[config.mk]
export PLATFORM = sky130hd
export DESIGN_NAME = mem_stage_flat
export DESIGN_NICKNAME = d
export VERILOG_FILES = /design/src/rtl/mem_stage_pkg.sv /design/src/rtl/mem_stage_if.sv /design/src/rtl/mem_stage_align.sv /design/src/rtl/mem_stage.sv /design/src/flat_wrapper.sv
export SDC_FILE = /design/constraint.sdc
export NUM_CORES = 1
export LEC_CHECK = 0
export CAP_MARGIN = 30
export CORE_UTILIZATION = 40
export CTS_BUF_LIST = sky130_fd_sc_hd__clkbuf_8
export CTS_CLUSTER_DIAMETER = 40
export DETAILED_ROUTE_END_ITERATION = 8
export HOLD_SLACK_MARGIN = 0.05
export PLACE_DENSITY_LB_ADDON = 0.05
export SLEW_MARGIN = 20
export SYNTH_ARGS = -nofsm -noshare
export SYNTH_HDL_FRONTEND = slang
export SYNTH_SLANG_ARGS = --single-unit
[constraint.sdc]
create_clock -name clk -period 2 [get_ports clk]
set_clock_uncertainty 0.15 [all_clocks]
set_input_delay 0.4 -clock clk [delete_from_list [all_inputs] [get_ports clk]]
set_output_delay 0.4 -clock clk [all_outputs]
set_load 0.01 [all_outputs]
[src/rtl/mem_stage_pkg.sv]
// Shared definitions for the MEM pipeline stage: access-size encodings,
// FSM state encoding and the alignment rule.
package mem_stage_pkg;

    localparam int MEM_SEL_BUS = 4;

    localparam logic [MEM_SEL_BUS-1:0] MEM_SEL_BYTE = 4'b0001;
    localparam logic [MEM_SEL_BUS-1:0] MEM_SEL_HALF = 4'b0011;
    localparam logic [MEM_SEL_BUS-1:0] MEM_SEL_WORD = 4'b1111;

    typedef enum logic {
        MEM_ST_IDLE = 1'b0,
        MEM_ST_WAIT = 1'b1
    } mem_state_e;

    // Halfwords must sit on an even address, words on a multiple of four.
    function automatic logic is_misaligned(input logic [MEM_SEL_BUS-1:0] sel,
                                           input logic [1:0]             off);
        logic bad;
        bad = 1'b0;
        if (sel == MEM_SEL_HALF) bad = off[0];
        if (sel == MEM_SEL_WORD) bad = (off != 2'b00);
        return bad;
    endfunction

endpackage

[src/rtl/mem_stage_if.sv]
// Data-RAM request/acknowledge bus between the MEM stage (master) and the RAM (slave).
interface mem_stage_if #(parameter int DATA_W = 32);
    import mem_stage_pkg::*;

    logic                   ram_req;
    logic                   ram_we;
    logic [DATA_W-1:0]      ram_addr;
    logic [MEM_SEL_BUS-1:0] ram_be;
    logic [DATA_W-1:0]      ram_wdata;
    logic                   ram_ack;
    logic [DATA_W-1:0]      ram_rdata;

    modport master (
        output ram_req, ram_we, ram_addr, ram_be, ram_wdata,
        input  ram_ack, ram_rdata
    );

    modport slave (
        input  ram_req, ram_we, ram_addr, ram_be, ram_wdata,
        output ram_ack, ram_rdata
    );

endinterface

[src/rtl/mem_stage_align.sv]
// Combinational byte-lane logic: store steering, load extraction/extension
// and misalignment detection.
module mem_stage_align
    import mem_stage_pkg::*;
#(
    parameter int DATA_W = 32
) (
    input  logic [MEM_SEL_BUS-1:0] sel_i,
    input  logic [1:0]             off_i,
    input  logic                   sign_i,
    input  logic [DATA_W-1:0]      store_data_i,
    input  logic [DATA_W-1:0]      rdata_i,
    output logic [MEM_SEL_BUS-1:0] be_o,
    output logic [DATA_W-1:0]      wdata_o,
    output logic [DATA_W-1:0]      load_data_o,
    output logic                   misalign_o
);

    logic        [DATA_W-1:0] shifted;
    logic signed [7:0]        byte_s;
    logic signed [15:0]       half_s;
    logic signed [DATA_W-1:0] byte_sx;
    logic signed [DATA_W-1:0] half_sx;

    assign shifted = rdata_i >> {off_i, 3'b000};
    assign byte_s  = shifted[7:0];
    assign half_s  = shifted[15:0];
    assign byte_sx = byte_s;
    assign half_sx = half_s;

    assign misalign_o = is_misaligned(sel_i, off_i);

    // Shift enables onto the addressed lanes and replicate narrow store data across the word.
    always_comb begin
        be_o = sel_i << off_i;
        case (sel_i)
            MEM_SEL_BYTE: wdata_o = {4{store_data_i[7:0]}};
            MEM_SEL_HALF: wdata_o = {2{store_data_i[15:0]}};
            default:      wdata_o = store_data_i;
        endcase
    end

    // Pull the addressed lane down to bit 0 and extend it to full width.
    always_comb begin
        case (sel_i)
            MEM_SEL_BYTE: load_data_o = sign_i ? byte_sx : {{(DATA_W-8){1'b0}}, shifted[7:0]};
            MEM_SEL_HALF: load_data_o = sign_i ? half_sx : {{(DATA_W-16){1'b0}}, shifted[15:0]};
            default:      load_data_o = shifted;
        endcase
    end

endmodule

[src/rtl/mem_stage.sv]
// MEM pipeline stage: issues data-RAM transactions, stalls the front of the
// pipeline while the RAM is busy, and registers the MEM/WB boundary.
module mem_stage
    import mem_stage_pkg::*;
#(
    parameter int DATA_W      = 32,
    parameter int RAM_TIMEOUT = 255
) (
    input  logic                   clk,
    input  logic                   rst_n,
    input  logic                   flush,
    input  logic                   mem_read_flag_in,
    input  logic                   mem_write_flag_in,
    input  logic                   mem_sign_flag_in,
    input  logic [MEM_SEL_BUS-1:0] mem_sel_in,
    input  logic [DATA_W-1:0]      mem_write_data_in,
    input  logic [DATA_W-1:0]      result_in,
    input  logic                   reg_write_en_in,
    input  logic [4:0]             reg_write_addr_in,
    input  logic [DATA_W-1:0]      current_pc_addr_in,
    mem_stage_if.master            ram,
    output logic                   stall_request,
    output logic                   mem_load_flag,
    output logic [DATA_W-1:0]      result_out,
    output logic                   reg_write_en_out,
    output logic [4:0]             reg_write_addr_out,
    output logic [DATA_W-1:0]      current_pc_addr_out,
    output logic                   addr_error,
    output logic                   bus_error
);

    localparam int CNT_W = (RAM_TIMEOUT < 2) ? 1 : $clog2(RAM_TIMEOUT);
    localparam logic [CNT_W-1:0] CNT_LAST = CNT_W'(RAM_TIMEOUT - 1);

    mem_state_e             state_q, state_d;
    logic [CNT_W-1:0]       cnt_q, cnt_d;
    logic                   flush_pend_q, flush_pend_d;
    logic                   req_q, req_d;
    logic                   we_q, we_d;
    logic [DATA_W-1:0]      addr_q, addr_d;
    logic [MEM_SEL_BUS-1:0] be_q, be_d;
    logic [DATA_W-1:0]      wdata_q, wdata_d;
    logic [DATA_W-1:0]      result_q, result_d;
    logic                   rwe_q, rwe_d;
    logic [4:0]             rwa_q, rwa_d;
    logic [DATA_W-1:0]      pc_q, pc_d;
    logic                   aerr_q, aerr_d;
    logic                   berr_q, berr_d;

    logic                   mem_op;
    logic                   misalign;
    logic                   load_wb;
    logic                   wb_en;
    logic                   use_load;
    logic [MEM_SEL_BUS-1:0] be_calc;
    logic [DATA_W-1:0]      wdata_calc;
    logic [DATA_W-1:0]      load_data;

    assign mem_op = mem_read_flag_in | mem_write_flag_in;

    mem_stage_align #(.DATA_W(DATA_W)) u_align (
        .sel_i        (mem_sel_in),
        .off_i        (result_in[1:0]),
        .sign_i       (mem_sign_flag_in),
        .store_data_i (mem_write_data_in),
        .rdata_i      (ram.ram_rdata),
        .be_o         (be_calc),
        .wdata_o      (wdata_calc),
        .load_data_o  (load_data),
        .misalign_o   (misalign)
    );

    // Next-state, RAM request and writeback-register decisions.
    always_comb begin
        state_d       = state_q;
        cnt_d         = cnt_q;
        flush_pend_d  = flush_pend_q;
        req_d         = req_q;
        we_d          = we_q;
        addr_d        = addr_q;
        be_d          = be_q;
        wdata_d       = wdata_q;
        result_d      = result_q;
        rwe_d         = rwe_q;
        rwa_d         = rwa_q;
        pc_d          = pc_q;
        aerr_d        = 1'b0;
        berr_d        = 1'b0;
        stall_request = 1'b0;
        load_wb       = 1'b0;
        wb_en         = 1'b0;
        use_load      = 1'b0;

        case (state_q)
            MEM_ST_IDLE: begin
                flush_pend_d = 1'b0;
                if (mem_op && !flush && !misalign) begin
                    // Launch the RAM access; WB sees a bubble while we wait.
                    stall_request = 1'b1;
                    state_d       = MEM_ST_WAIT;
                    req_d         = 1'b1;
                    we_d          = mem_write_flag_in;
                    addr_d        = {result_in[DATA_W-1:2], 2'b00};
                    be_d          = be_calc;
                    wdata_d       = wdata_calc;
                    cnt_d         = '0;
                    rwe_d         = 1'b0;
                end else begin
                    // Plain ALU op, flushed op, or misaligned access: retire immediately.
                    load_wb = 1'b1;
                    wb_en   = reg_write_en_in & ~flush & ~mem_op;
                    aerr_d  = mem_op & misalign & ~flush;
                end
            end
            MEM_ST_WAIT: begin
                if (flush) flush_pend_d = 1'b1;
                if (ram.ram_ack) begin
                    load_wb      = 1'b1;
                    use_load     = mem_read_flag_in;
                    wb_en        = reg_write_en_in & mem_read_flag_in & ~flush & ~flush_pend_q;
                    req_d        = 1'b0;
                    state_d      = MEM_ST_IDLE;
                    flush_pend_d = 1'b0;
                end else if (cnt_q == CNT_LAST) begin
                    load_wb      = 1'b1;
                    wb_en        = 1'b0;
                    berr_d       = 1'b1;
                    req_d        = 1'b0;
                    state_d      = MEM_ST_IDLE;
                    flush_pend_d = 1'b0;
                end else begin
                    stall_request = 1'b1;
                    cnt_d         = cnt_q + CNT_W'(1);
                    rwe_d         = 1'b0;
                end
            end
            default: state_d = MEM_ST_IDLE;
        endcase

        if (load_wb) begin
            result_d = use_load ? load_data : result_in;
            rwe_d    = wb_en;
            rwa_d    = reg_write_addr_in;
            pc_d     = current_pc_addr_in;
        end
    end

    // State, RAM bus and MEM/WB registers; reset abandons any outstanding request.
    always_ff @(posedge clk or negedge rst_n) begin
        if (!rst_n) begin
            state_q      <= MEM_ST_IDLE;
            cnt_q        <= '0;
            flush_pend_q <= 1'b0;
            req_q        <= 1'b0;
            we_q         <= 1'b0;
            addr_q       <= '0;
            be_q         <= '0;
            wdata_q      <= '0;
            result_q     <= '0;
            rwe_q        <= 1'b0;
            rwa_q        <= '0;
            pc_q         <= '0;
            aerr_q       <= 1'b0;
            berr_q       <= 1'b0;
        end else begin
            state_q      <= state_d;
            cnt_q        <= cnt_d;
            flush_pend_q <= flush_pend_d;
            req_q        <= req_d;
            we_q         <= we_d;
            addr_q       <= addr_d;
            be_q         <= be_d;
            wdata_q      <= wdata_d;
            result_q     <= result_d;
            rwe_q        <= rwe_d;
            rwa_q        <= rwa_d;
            pc_q         <= pc_d;
            aerr_q       <= aerr_d;
            berr_q       <= berr_d;
        end
    end

    assign ram.ram_req          = req_q;
    assign ram.ram_we           = we_q;
    assign ram.ram_addr         = addr_q;
    assign ram.ram_be           = be_q;
    assign ram.ram_wdata        = wdata_q;
    assign mem_load_flag        = mem_read_flag_in;
    assign result_out           = result_q;
    assign reg_write_en_out     = rwe_q;
    assign reg_write_addr_out   = rwa_q;
    assign current_pc_addr_out  = pc_q;
    assign addr_error           = aerr_q;
    assign bus_error            = berr_q;

endmodule

[src/flat_wrapper.sv]
// flat-port wrapper written by rule: the top's interface ports become plain ports
module mem_stage_flat import mem_stage_pkg::*;
#(
    parameter int DATA_W      = 32,
    parameter int RAM_TIMEOUT = 255
)
  (clk, rst_n, flush, mem_read_flag_in, mem_write_flag_in, mem_sign_flag_in, mem_sel_in, mem_write_data_in, result_in, reg_write_en_in, reg_write_addr_in, current_pc_addr_in, stall_request, mem_load_flag, result_out, reg_write_en_out, reg_write_addr_out, current_pc_addr_out, addr_error, bus_error, ram_ram_req, ram_ram_we, ram_ram_addr, ram_ram_be, ram_ram_wdata, ram_ram_ack, ram_ram_rdata);
  mem_stage_if #(.DATA_W(DATA_W)) ram_i ();
  input  logic clk;
  input  logic rst_n;
  input  logic flush;
  input  logic mem_read_flag_in;
  input  logic mem_write_flag_in;
  input  logic mem_sign_flag_in;
  input  logic [MEM_SEL_BUS-1:0] mem_sel_in;
  input  logic [DATA_W-1:0] mem_write_data_in;
  input  logic [DATA_W-1:0] result_in;
  input  logic reg_write_en_in;
  input  logic [4:0] reg_write_addr_in;
  input  logic [DATA_W-1:0] current_pc_addr_in;
  output logic stall_request;
  output logic mem_load_flag;
  output logic [DATA_W-1:0] result_out;
  output logic reg_write_en_out;
  output logic [4:0] reg_write_addr_out;
  output logic [DATA_W-1:0] current_pc_addr_out;
  output logic addr_error;
  output logic bus_error;
  output wire logic [$bits(ram_i.ram_req)-1:0] ram_ram_req;
  output wire logic [$bits(ram_i.ram_we)-1:0] ram_ram_we;
  output wire logic [$bits(ram_i.ram_addr)-1:0] ram_ram_addr;
  output wire logic [$bits(ram_i.ram_be)-1:0] ram_ram_be;
  output wire logic [$bits(ram_i.ram_wdata)-1:0] ram_ram_wdata;
  input wire logic [$bits(ram_i.ram_ack)-1:0] ram_ram_ack;
  input wire logic [$bits(ram_i.ram_rdata)-1:0] ram_ram_rdata;
  assign ram_ram_req = ram_i.ram_req;
  assign ram_ram_we = ram_i.ram_we;
  assign ram_ram_addr = ram_i.ram_addr;
  assign ram_ram_be = ram_i.ram_be;
  assign ram_ram_wdata = ram_i.ram_wdata;
  assign ram_i.ram_ack = ram_ram_ack;
  assign ram_i.ram_rdata = ram_ram_rdata;
  mem_stage #(.DATA_W(DATA_W), .RAM_TIMEOUT(RAM_TIMEOUT)) u_core (.clk(clk), .rst_n(rst_n), .flush(flush), .mem_read_flag_in(mem_read_flag_in), .mem_write_flag_in(mem_write_flag_in), .mem_sign_flag_in(mem_sign_flag_in), .mem_sel_in(mem_sel_in), .mem_write_data_in(mem_write_data_in), .result_in(result_in), .reg_write_en_in(reg_write_en_in), .reg_write_addr_in(reg_write_addr_in), .current_pc_addr_in(current_pc_addr_in), .ram(ram_i), .stall_request(stall_request), .mem_load_flag(mem_load_flag), .result_out(result_out), .reg_write_en_out(reg_write_en_out), .reg_write_addr_out(reg_write_addr_out), .current_pc_addr_out(current_pc_addr_out), .addr_error(addr_error), .bus_error(bus_error));
endmodule
==> flow_metrics.env <==
export IMPL_outcome="complete, but fails checks"
export IMPL_violations="setup timing"
export IMPL_comb_power_share_pct=34.5
export IMPL_fillers=1544
export IMPL_ir_drop_mv=0.4725
export IMPL_cts_made_buffers=17
export IMPL_p_leak_nw=5.089
export IMPL_path_cells="and3_4 > a41oi_4 > a21oi_4 > inv_2 > buf_6"
export IMPL_core_um2=17300
export IMPL_max_freq_ghz=0.4789
export IMPL_drive_above_1_share_pct=12.67
export IMPL_cts_tree="done"
export IMPL_via_count=6542
export IMPL_synth_warnings=0
export IMPL_intPower_mw=6.938
export IMPL_numPortBuffers=286
export IMPL_netlist_top_cells_area="dfrtp_1 (53%), nand2_1 (15%), mux2i_1 (5.8%)"
export IMPL_drt_pass1_iter_count=4
export IMPL_rsz0062_at_grt="true"
export IMPL_gp_congestion=0.8577
export IMPL_crit_arrival_ns=1.54
export IMPL_syn_to_final_growth_pct=57.22
export IMPL_clk_latency_ns=0.45
export IMPL_ys_seq_area_share_pct=53.03
export IMPL_power_mw=10.09
export IMPL_die_x_um=135.0
export IMPL_utilization_pct=64.34
export IMPL_drtAntennaViolNets=0
export IMPL_post_drt_wl_per_cell_um=16.58
export IMPL_critPathBufInv=2
export IMPL_synth_enable_flop_cells=0
export IMPL_slew_violations=0
export IMPL_setup_viol=1
export IMPL_synth_seq_cells=150
export IMPL_required_ns=1.45
export IMPL_p_sw_share_pct=31.26
export IMPL_async_flop_share_pct=100.0
export IMPL_synth_area_per_cell_um2=9.192
export IMPL_slowest_delay_ns=0.39
export IMPL_start_kind="flop"
export IMPL_yosysUniqueCellTypes=51
export IMPL_cts_htree_levels=4
export IMPL_synth_largest_area_cell="dfrtp_1"
export IMPL_setup_ws_ns=-0.08816
export IMPL_min_path_type="primary input to flop"
export IMPL_fin_nets=1239
export IMPL_grt_ovfl_total=0
export IMPL_worst_pin_slew_ns=0.5566
export IMPL_grt_usage_pct=24.40
export IMPL_syn_area_um2=7078
export IMPL_p_per_area_nw_per_um2=907.0
export IMPL_num_rows=48
export IMPL_top_level_ports=289
export IMPL_viasPerCell=4.919
export IMPL_start_util_pct=40.92
export IMPL_hold_viol=0
export IMPL_dp_hpwl_um=16370
export IMPL_postSynthCellCount=770
export IMPL_yosys_area_top_type_share_pct=53.03
export IMPL_cp_top_family="flip-flops"
export IMPL_grt_pass1_vias=6193
export IMPL_dieArea_um2=18230
export IMPL_switchingPower_mw=3.155
export IMPL_diodes=0
export IMPL_fp_dieH_um=135.0
export IMPL_post_route_period_util_pct=104.4
export IMPL_timing_hold_ws_ns=0.2416
export IMPL_maxCapViolCount=0
export IMPL_fin_crit_ns=2.088
export IMPL_clk_pin_slew_ns=0.09
export IMPL_p_clk_share_pct=25.7
export IMPL_p_seq_share_pct=39.9
export IMPL_slew_headroom_pct=62.90
export IMPL_crit_slowest_cell="dfrtp_1"
export IMPL_grt_pass1_wl_um=33950
export IMPL_cp_max_fo=2
export IMPL_synthFlopType="dfrtp_1"
export IMPL_critPathKind="flop to primary output"
export IMPL_routed_wl_um=22050
export IMPL_root_buffer="clkbuf_8"
export IMPL_endpoint_kind="primary output"
export IMPL_first_iter_violations=272
export IMPL_antenna_found_initial=0
export IMPL_grt_start_max_net_pins=58
export IMPL_cts_sinks=150
export IMPL_cts_buffer_depth=2
export IMPL_drc=0
area by class of cell:
class | instances | area [µm²] | area share [%]
clock buffers | 17 | 234.0 | 2.103
clock inverters | 15 | 205.2 | 1.844
inverters | 2 | 7.507 | 0.06746
multi-input cells | 563 | 3107 | 27.92
flip-flops and latches | 150 | 3754 | 33.73
well taps | 225 | 281.5 | 2.530
repair buffers | 358 | 3540 | 31.81
placed cells by master (no fill, tap or decap), drive strengths merged, types with 2 or more instances in the layout:
master / n
clkinvlp: 3
inv: 6
dlygate4sd2: 4
bufinv: 4
a22oi: 2
a2111oi: 5
a21oi: 22
nor3b: 2
conb: 2
nand3: 3
and3: 4
clkdlybuf4s50: 273
a211oi: 11
nand4: 4
a221oi: 18
xor2: 4
clkinv: 4
and4: 2
nor2b: 8
nor3: 3
mux2i: 41
nand2b: 2
clkbuf: 17
nor2: 46
mux2: 4
o21ai: 67
dfrtp: 150
buf: 74
nand2: 292
ha: 2
dlymetal6s2s: 6
o22ai: 2
or3: 3
cell usage after synthesis, drive strengths merged (2+ instances only):
| master | count |
|---|---|
| nand2 | 292 |
| dfrtp | 150 |
| o21ai | 67 |
| nor2 | 46 |
| buf | 45 |
| mux2i | 41 |
| a21oi | 22 |
| a221oi | 18 |
| a211oi | 11 |
| clkbuf | 11 |
| nor2b | 8 |
| a2111oi | 5 |
| and3 | 4 |
| mux2 | 4 |
| nand4 | 4 |
| xor2 | 4 |
| nand3 | 3 |
| nor3 | 3 |
| or3 | 3 |
| a22oi | 2 |
| and4 | 2 |
| ha | 2 |
| inv | 2 |
| nand2b | 2 |
| nor3b | 2 |
| o22ai | 2 |
tightest hold or removal path: stages:
cell and delay (ns):
dlymetal6s2s_1 0.14, buf_6 0.14, nand2_1 0.05, o21ai_0 0.06
path summary, 6_finish.rpt:
check	startpoint	end	slack (ns)	cells after the start
worst max-delay path	u_core.cnt_q[7]$_DFFE_PN0P_	stall_request	-0.09	5
worst min-delay path	mem_sel_in[0]	u_core.ram.ram_be[0]$_DFFE_PN0P_	0.24	4
worst max register to register	u_core.state_q$_DFF_PN0_	u_core.result_out[22]$_DFFE_PN0P_	0.09	7
worst min register to register	u_core.current_pc_addr_out[9]$_DFFE_PN0P_	u_core.current_pc_addr_out[9]$_DFFE_PN0P_	0.32	2
max in group asynchronous	rst_n	u_core.current_pc_addr_out[10]$_DFFE_PN0P_	0.72	3
min in group asynchronous	rst_n	u_core.current_pc_addr_out[18]$_DFFE_PN0P_	0.29	2
logic make-up (layout without fill, tap and decap cells):
logic type	after synthesis	count (layout)	share of synthesized area, %
simple gates	371	371	21.50
flops	150	150	53.03
compound gates	137	137	13.01
buf+inv	58	392	4.684
mux	46	46	6.753
xor+xnor	5	5	0.6187
fa+ha+maj	2	2	0.3535
other cells	1	2	0.05298
per-stage QoR:
stage	TNS [ns]	std cells	instance area [µm²]	setup slack, ns
floorplan	0	771	7082	0.008232
global placement	-64.58	1293	10520	-0.7453
detailed placement	-70.43	1293	10520	-0.7730
CTS	-0.1707	1328	11060	-0.1707
global route	-0.1613	1330	11130	-0.1613
finish	-0.08816	1330	11130	-0.08816
state kept, by name, summed over array words and instances, names as in the netlist, 4 cells and up:
register,flops
u_core.ram.ram_be,4
u_core.current_pc_addr_out,32
u_core.ram.ram_wdata,32
u_core.reg_write_addr_out,5
u_core.ram.ram_addr,30
u_core.cnt_q,8
u_core.result_out,32
power groups by stage:
stage          combinational (mW)  clock [mW]  sequential, mW
6_report                     3.48        2.59            4.02
2_1_floorplan                1.02           0            4.37
3_3_place_gp                 3.41           0            4.06
3_5_place_dp                 3.45           0            4.06
4_1_cts                      3.48        2.67            4.02
5_1_grt                      3.77        2.79            4.10
what timing repair did:
item / 4_1_cts / 5_1_grt
setup buffers: 2 / 2
endpoints found under the hold margin: 40 / 0
resized for setup: 29 / 17
pin swaps: 6 / 4
hold buffers: 1 / 0
endpoints found under the setup margin: 83 / 76
per-layer routing:
layer	wire, µm	global-route usage [%]	vias up	share of wire [%]
met5	0	0	-	0
met4	308	7.678	0	1.4
met3	1946	7.508	28	8.8
met2	9713	36.03	240	44
met1	10080	34.10	3050	46
li1	-	-	3224	-
Power figures use the tool's default switching activity.
